File: src/rtl/seg7_hex_scroller.sv
// Buffered 32-bit word display for a single seven-segment digit: each word is shown as
// eight hex digits, MSB nibble first, with a blank gap after every digit.
module seg7_hex_scroller #(
  parameter int unsigned DWELL_CYCLES = 1024,
  parameter int unsigned BLANK_CYCLES = 256,
  parameter int unsigned FIFO_DEPTH   = 4
) (
  input  logic        clk,
  input  logic        rst,
  input  logic        wr_valid,
  output logic        wr_ready,
  input  logic [31:0] wr_data,
  output logic [6:0]  segments,
  output logic        busy
);

  localparam int unsigned AW        = $clog2(FIFO_DEPTH);
  localparam int unsigned MaxCycles = (DWELL_CYCLES > BLANK_CYCLES) ? DWELL_CYCLES : BLANK_CYCLES;
  localparam int unsigned CW        = $clog2(MaxCycles) + 1;

  localparam logic [CW-1:0] DwellLoad = CW'(DWELL_CYCLES - 1);
  localparam logic [CW-1:0] BlankLoad = CW'(BLANK_CYCLES - 1);

  localparam logic [1:0] StIdle = 2'd0;
  localparam logic [1:0] StShow = 2'd1;
  localparam logic [1:0] StGap  = 2'd2;

  // ---------------------------------------------------------------------------
  // Word FIFO
  // ---------------------------------------------------------------------------
  logic [31:0] mem_q [FIFO_DEPTH];
  logic [AW:0] wptr_q, wptr_d;
  logic [AW:0] rptr_q, rptr_d;
  logic        full_q, full_d;
  logic        empty;
  logic        push;
  logic        pop;
  logic [31:0] head;

  assign empty    = (wptr_q == rptr_q);
  assign wr_ready = ~full_q;
  assign push     = wr_valid & ~full_q;
  assign head     = mem_q[rptr_q[AW-1:0]];

  // Full is registered from the next pointers so it is exact on every cycle.
  always_comb begin
    wptr_d = wptr_q + {{AW{1'b0}}, push};
    rptr_d = rptr_q + {{AW{1'b0}}, pop};
    full_d = (wptr_d[AW] != rptr_d[AW]) && (wptr_d[AW-1:0] == rptr_d[AW-1:0]);
  end

  always_ff @(posedge clk or posedge rst) begin
    if (rst) begin
      wptr_q <= '0;
      rptr_q <= '0;
      full_q <= 1'b0;
    end else begin
      wptr_q <= wptr_d;
      rptr_q <= rptr_d;
      full_q <= full_d;
    end
  end

  always_ff @(posedge clk) begin
    if (push) begin
      mem_q[wptr_q[AW-1:0]] <= wr_data;
    end
  end

  // ---------------------------------------------------------------------------
  // Hex font, bit0 = segment a ... bit6 = segment g
  // ---------------------------------------------------------------------------
  function automatic logic [6:0] font(input logic [3:0] nib);
    logic [6:0] seg;
    case (nib)
      4'h0:    seg = 7'h3F;
      4'h1:    seg = 7'h06;
      4'h2:    seg = 7'h5B;
      4'h3:    seg = 7'h4F;
      4'h4:    seg = 7'h66;
      4'h5:    seg = 7'h6D;
      4'h6:    seg = 7'h7D;
      4'h7:    seg = 7'h07;
      4'h8:    seg = 7'h7F;
      4'h9:    seg = 7'h6F;
      4'hA:    seg = 7'h77;
      4'hB:    seg = 7'h7C;
      4'hC:    seg = 7'h39;
      4'hD:    seg = 7'h5E;
      4'hE:    seg = 7'h79;
      default: seg = 7'h71;
    endcase
    return seg;
  endfunction

  // ---------------------------------------------------------------------------
  // Display sequencer
  // ---------------------------------------------------------------------------
  logic [1:0]    state_q, state_d;
  logic [CW-1:0] cnt_q, cnt_d;
  logic [2:0]    idx_q, idx_d;
  logic [31:0]   word_q, word_d;
  logic [6:0]    segments_q, segments_d;

  always_comb begin
    state_d = state_q;
    cnt_d   = cnt_q;
    idx_d   = idx_q;
    word_d  = word_q;
    pop     = 1'b0;
    unique case (state_q)
      StIdle: begin
        if (!empty) begin
          pop     = 1'b1;
          word_d  = head;
          idx_d   = 3'd7;
          cnt_d   = DwellLoad;
          state_d = StShow;
        end
      end
      StShow: begin
        if (cnt_q == '0) begin
          cnt_d   = BlankLoad;
          state_d = StGap;
        end else begin
          cnt_d = cnt_q - 1'b1;
        end
      end
      StGap: begin
        if (cnt_q != '0) begin
          cnt_d = cnt_q - 1'b1;
        end else if (idx_q != 3'd0) begin
          // The displayed nibble always sits in the top of the shift register.
          idx_d   = idx_q - 3'd1;
          word_d  = {word_q[27:0], 4'h0};
          cnt_d   = DwellLoad;
          state_d = StShow;
        end else if (!empty) begin
          pop     = 1'b1;
          word_d  = head;
          idx_d   = 3'd7;
          cnt_d   = DwellLoad;
          state_d = StShow;
        end else begin
          state_d = StIdle;
        end
      end
      default: begin
        state_d = StIdle;
      end
    endcase

    segments_d = (state_d == StShow) ? font(word_d[31:28]) : 7'h00;
  end

  always_ff @(posedge clk or posedge rst) begin
    if (rst) begin
      state_q    <= StIdle;
      cnt_q      <= '0;
      idx_q      <= 3'd0;
      word_q     <= '0;
      segments_q <= 7'h00;
    end else begin
      state_q    <= state_d;
      cnt_q      <= cnt_d;
      idx_q      <= idx_d;
      word_q     <= word_d;
      segments_q <= segments_d;
    end
  end

  assign segments = segments_q;
  assign busy     = (state_q != StIdle) || !empty;

endmodule
File: config.mk
export PLATFORM = sky130hd
export DESIGN_NAME = seg7_hex_scroller
export DESIGN_NICKNAME = d
export VERILOG_FILES = /design/src/rtl/seg7_hex_scroller.sv
export SDC_FILE = /design/constraint.sdc
export NUM_CORES = 1
export LEC_CHECK = 0
export ABC_AREA = 1
export CAP_MARGIN = 20
export CORE_AREA = 2 2 110 166
export CTS_CLUSTER_DIAMETER = 200
export CTS_CLUSTER_SIZE = 16
export DETAILED_ROUTE_END_ITERATION = 10
export DIE_AREA = 0 0 112 168
export PLACE_DENSITY = 0.77
export SLEW_MARGIN = 20
export SYNTH_ARGS = -nofsm -noshare
export SYNTH_HDL_FRONTEND = slang
export SYNTH_SLANG_ARGS = --single-unit
File: constraint.sdc
create_clock -name clk -period 3 [get_ports clk]
set_input_delay 0.75 -clock clk [delete_from_list [all_inputs] [get_ports clk]]
set_output_delay 0.75 -clock clk [all_outputs]
set_load 0.1 [all_outputs]
# Word level (Yosys, flattened, before mapping)
# Memories as Yosys holds them, arrays and structs flattened.
# Cells that the tools add are included.
word_totals:
  latch_bits: 0
  n_memories: 2
  word_cells: 61
  inputBits: 35
  ram_bits: 128
  romBits: 112
  reg_bits: 62
op_classes:
  mux: 26
  shift: 0
  reduce_logical: 11
  bitwise: 2
  mul: 0
  div_mod_pow: 0
  magnitude_cmp: 0
  eq_ne: 7
  add_sub_neg: 4
mem_list:
  columns: ["memory", "words", "width", "rd", "rd_ports_with_merged_regs", "write_ports", "line", "rtl"]
  rows:
  - ["mem_q", 4, 32, 1, 0, 1, "31", "logic [31:0] mem_q [FIFO_DEPTH];"]
  - ["(no name shown)", 16, 7, 1, 0, 0, "75", "case (nib)"]
ops:
  columns: ["operator", "count"]
  rows:
  - ["$mux W32", 3]
  - ["$pmux W32 S2", 1]
  - ["$mux W11", 4]
  - ["$pmux W11 S3", 1]
  - ["$logic_not A11 Y1", 1]
  - ["$reduce_bool A11 Y1", 1]
  - ["$sub A11 B1 Y11 const B", 1]
  - ["$mux W3", 3]
  - ["$mux W1", 7]
  - ["$mux W7", 1]
  - ["$add A3 B1 Y3", 2]
  - ["$mux W2", 3]
  - ["$pmux W2 S3", 1]
  - ["$pmux W3 S2", 1]
  - ["$reduce_bool A3 Y1", 2]
  - ["$eq A2 B1 Y1 const B", 2]
  - ["$reduce_bool A2 Y1", 2]
  - ["$eq A3 B3 Y1", 1]
  - ["$sub A3 B1 Y3 const B", 1]
  - ["$eq A2 B2 Y1", 1]
  - ["$eq A2 B2 Y1 const B", 1]
  - ["$logic_not A2 Y1", 1]
  - ["$ne A2 B2 Y1 const B", 1]
  - ["$pmux W1 S2", 1]
  - ["7 further kinds", 7]

# Longest topological paths before layout
depth:
  word_depth: 8
  mapped_depth: 18
  ltp_nobuf: 18

# Worst setup path after synthesis
# Ideal clock, no wire load.
synth_timing:
  path_type: "flip-flop to flip-flop"
  start: "register full_q"
  end: "memory mem_q[2][0] (enable)"
  required_ns: 2.539
  t_arrival_ns: 3.449
  n_path_buf: 0
  path_stages_with_launch: 4
  setup_time_ns: 0.461
  setup_slack_ns: -0.911
  path_cell_list: "dfrtp_1 inv_1 nand2_1 nor3_1"
synth_between:
  elab_chain_cells: 4
synth_rtl:
  columns: ["element", "line", "rtl"]
  rows:
  - ["from (decl)", "34", "logic full_q, full_d;"]
  - ["from (signal assigned)", "60", "full_q <= full_d;"]
  - ["$not A1 Y1", null, null]
  - ["named net wr_ready", "11", "output logic wr_ready,"]
  - ["$and A1 B1 Y1", "42", "assign push = wr_valid & ~full_q;"]
  - ["$mux W1", "65", "if (push) begin"]
  - ["$mux W1 (implied by the code)", "66", "mem_q[wptr_q[AW-1:0]] <= wr_data;"]
  - ["to (decl)", "31", null]
# The timed path passes the listed nets, and every way through them passes these cells.

# Worst setup path in the final report
layout_timing:
  start: "register rptr_q[0]"
  end: "output busy"
layout_between:
  elab_chain_cells: 3
layout_rtl:
  columns: ["element", "line", "rtl"]
  rows:
  - ["from (decl)", "33", "logic [AW:0] rptr_q, rptr_d;"]
  - ["from (signal assigned)", "59", "rptr_q <= rptr_d;"]
  - ["$eq A3 B3 Y1", "40", "assign empty = (wptr_q == rptr_q);"]
  - ["$logic_not A1 Y1", "173", "assign busy = (state_q != StIdle) || !empty;"]
  - ["$logic_or A1 B1 Y1", "173", null]
  - ["to (decl)", "14", "output logic busy"]
# Every way passes these cells.

==> results.md <==
- Netlist cell types: 41
- Post-synth EDFFs: 128
- Largest family of logic cells by synthesized area: compound AO/OA/AOI/OAI gates
- Die width: 112 um
- Maximum number of pins on one net before global-route repair: 63
- RSZ-0062 raised after global routing: false
- Drt first pass iters: 6
- FF+latch area: between 5000 and 6000 sq um
- Hold_buf cts: 0
- Pre-CTS WS: about 0.23 ns
- Final ANT Viol Nets: 0
- GRT overflow: 0
- Status: complete, no violations
- Tcrit/Tclk final: 0.936
- Top Ports: between 40 and 50
- Cell area after synthesis: roughly 8600 sq um
- Multi-input logic area: 2720 sq um
- Vias in the first global route: 6081
- Core Rows: 60
- Area growth from synthesis to layout: 15.9%
- First-pass GRT wire length: 30500 um
- Worst Max-Slew Pin Slew: a little under 0.7 ns
- Fraction of registers with async set/reset: 0.326
- Crit path capture type: output port
- Post-DP HPWL: 11600 um
- Die Span Y: roughly 170 um
- Num CTS Buffers: 17
- Post-Syn Instances: roughly 810
- Synth Area in Compound Gates: 0.145
- Root Driver: clkbuf_16
- Predominant post-synthesis flop cell: edfxtp_1
- Critical Path Fanout Max: 18
- Final wirelength: 18700 um
- Clk_skew: 0.0104 ns
- Initial antenna violation count: 0
- CTS resizes: 0
- H-tree levels: 4
- VDD IR max: 0.687 mV
- CTS tree: done
- Clock Path Buffers: 2
- Setup Fix Bufs, Post-CTS: 0
- Die Area: 18800 sq um
- Net count reported at finish: between 900 and 1k
- Register bit total from synthesis: 190
- Reg2reg path depth: 15
- Ant diodes: 0
- Tmin final: 2.81 ns
- Most frequent cells in the layout: 134 x nand2_1, 128 x edfxtp_1, 101 x a21oi_1
- Xor/xnor cell area share of the yosys netlist: 0.00804
- Routed len/inst: 17.3 um
- Worst Setup Start Kind: flop
- P per Cell Area: 1070 nW/um^2
- Core area: 17600 sq um
- Adder-Cell Fraction of Synth Area: 0.0234
- Synth Area in Simple Gates: 0.138
- HP Class: reg -> reg
- Most common cell after layout, fill and taps aside: nand2_1
- Clock transition at the registers of the reported paths: 0.07 ns
- Final setup fails: 0
- Routability cong.: 0.953
- Critical path class: reg -> out
- GRT Total Usage: 0.204
- Residual DRC: 0
- Seq/Total Area, Yosys: 0.630
- Pleak: approximately 3.8 nW
- Post-synthesis mux area share: 0
- Clock sinks: 190
- Filler cell count: between 1k and 1.5k
- Initial Util: 0.487
- Synthesized area per cell: ~11 sq um
- Worst hold path depth: 1
- Slew Limit Headroom: 0.548
- Port Buffers: 43
- Final worst slack: 0.193 ns
- Max Fclk: 356 MHz
- Data arrival, critical path: ~2.1 ns
- Final Max Slew Viols: 0
- Critical path required time: 2.25 ns
- Max cap viols: 0
- Final core utilization: 0.565
- Via count: 6158
- Post-DR vias/cell: 5.70
- Synth Net Count: 859
- Layout cell share with drive strength beyond 1: 0.107
- Skew-Pair Late Insertion Delay: 0.44 ns
- DR iter-0 viols: 620
- Ys Warns: 0
- Final Hold Fails: 0
## cell usage after synthesis (7+ instances only)
cell	n	area [sq um]
o21ai_0	27	135
nor3_1	9	45.0
inv_2	9	33.8
edfxtp_1	128	3840
inv_1	73	274
nand4_1	7	43.8
clkbuf_1	22	82.6
a21oi_1	101	505
buf_2	7	35.0
dfrtp_1	62	1550
a22oi_1	28	210
nand2_1	134	503
nand3_1	32	160
ha_1	16	200
o32ai_1	22	193
nor2_1	75	282
## layout make-up
class	instances	area share
flip-flops and latches	190	0.544
multi-input cells	500	0.274
repair buffers	60	0.0615
clock buffers	17	0.0429
inverters	82	0.0313
well taps	217	0.0274
clock inverters	14	0.0188
## layer usage
layer	global-route usage	share of wire	up-vias
li1	-	-	2918
met1	0.233	0.39	2996
met2	0.368	0.54	195
met3	0.0317	0.037	49
met4	0.108	0.038	0
met5	0	0	-
## state kept, by name, summed over array words and instances (netlist names)
signal    count
mem_q       128
word_q       32
cnt_q        11
segments      7
idx_q         3
rptr_q        3
wptr_q        3
state_q       2
full_q        1
## per-stage QoR
stage | std cells | power, mW | instance area [sq um] | hold slack [ns] | TNS (ns)
3_3_place_gp | 1049 | 8.17 | 9300 | 0.475 | 0
4_1_cts | 1080 | 10.6 | 9910 | 0.505 | 0
6_report | 1080 | 10.6 | 9920 | 0.507 | 0
2_1_floorplan | 808 | 7.08 | 8560 | 0.457 | -116.54
3_5_place_dp | 1049 | 8.25 | 9300 | 0.496 | 0
5_1_grt | 1080 | 11.3 | 9920 | 0.516 | 0
## worst max-delay path, cell delays in order (launching register included)
cell	delay (ns)
dfrtp_2	0.56
clkinv_1	0.15
nand2_1	0.09
nand2_1	0.15
nand3_4	0.23
inv_4	0.10
nand2_1	0.16
buf_12	0.19
## final timing paths
| kind | start | slack (ns) | end |
|---|---|---|---|
| worst max-delay path | rptr_q[0]$_DFF_PP0_ | 0.19 | busy |
| worst min-delay path | idx_q[0]$_DFFE_PP0P_ | 0.51 | idx_q[0]$_DFFE_PP0P_ |
| worst max register to register | cnt_q[0]$_DFFE_PP0P_ | 0.29 | full_q$_DFF_PP0_ |
| worst min register to register | idx_q[0]$_DFFE_PP0P_ | 0.51 | idx_q[0]$_DFFE_PP0P_ |
| max in group asynchronous | rst | 1.99 | rptr_q[0]$_DFF_PP0_ |
| min in group asynchronous | rst | 0.69 | segments[4]$_DFF_PP0_ |
## report_power, final
part	switching, mW	internal, mW
registers	0.313	3.51
clock network	1.08	1.20
logic	3.13	1.35
## kinds of logic after synthesis
| kind of cell | after synthesis |
|---|---|
| compound gates | 203 |
| xor+xnor | 7 |
| buf+inv | 118 |
| flops | 190 |
| fa+ha+maj | 16 |
| simple gates | 274 |
Power figures use the tool's default switching activity.
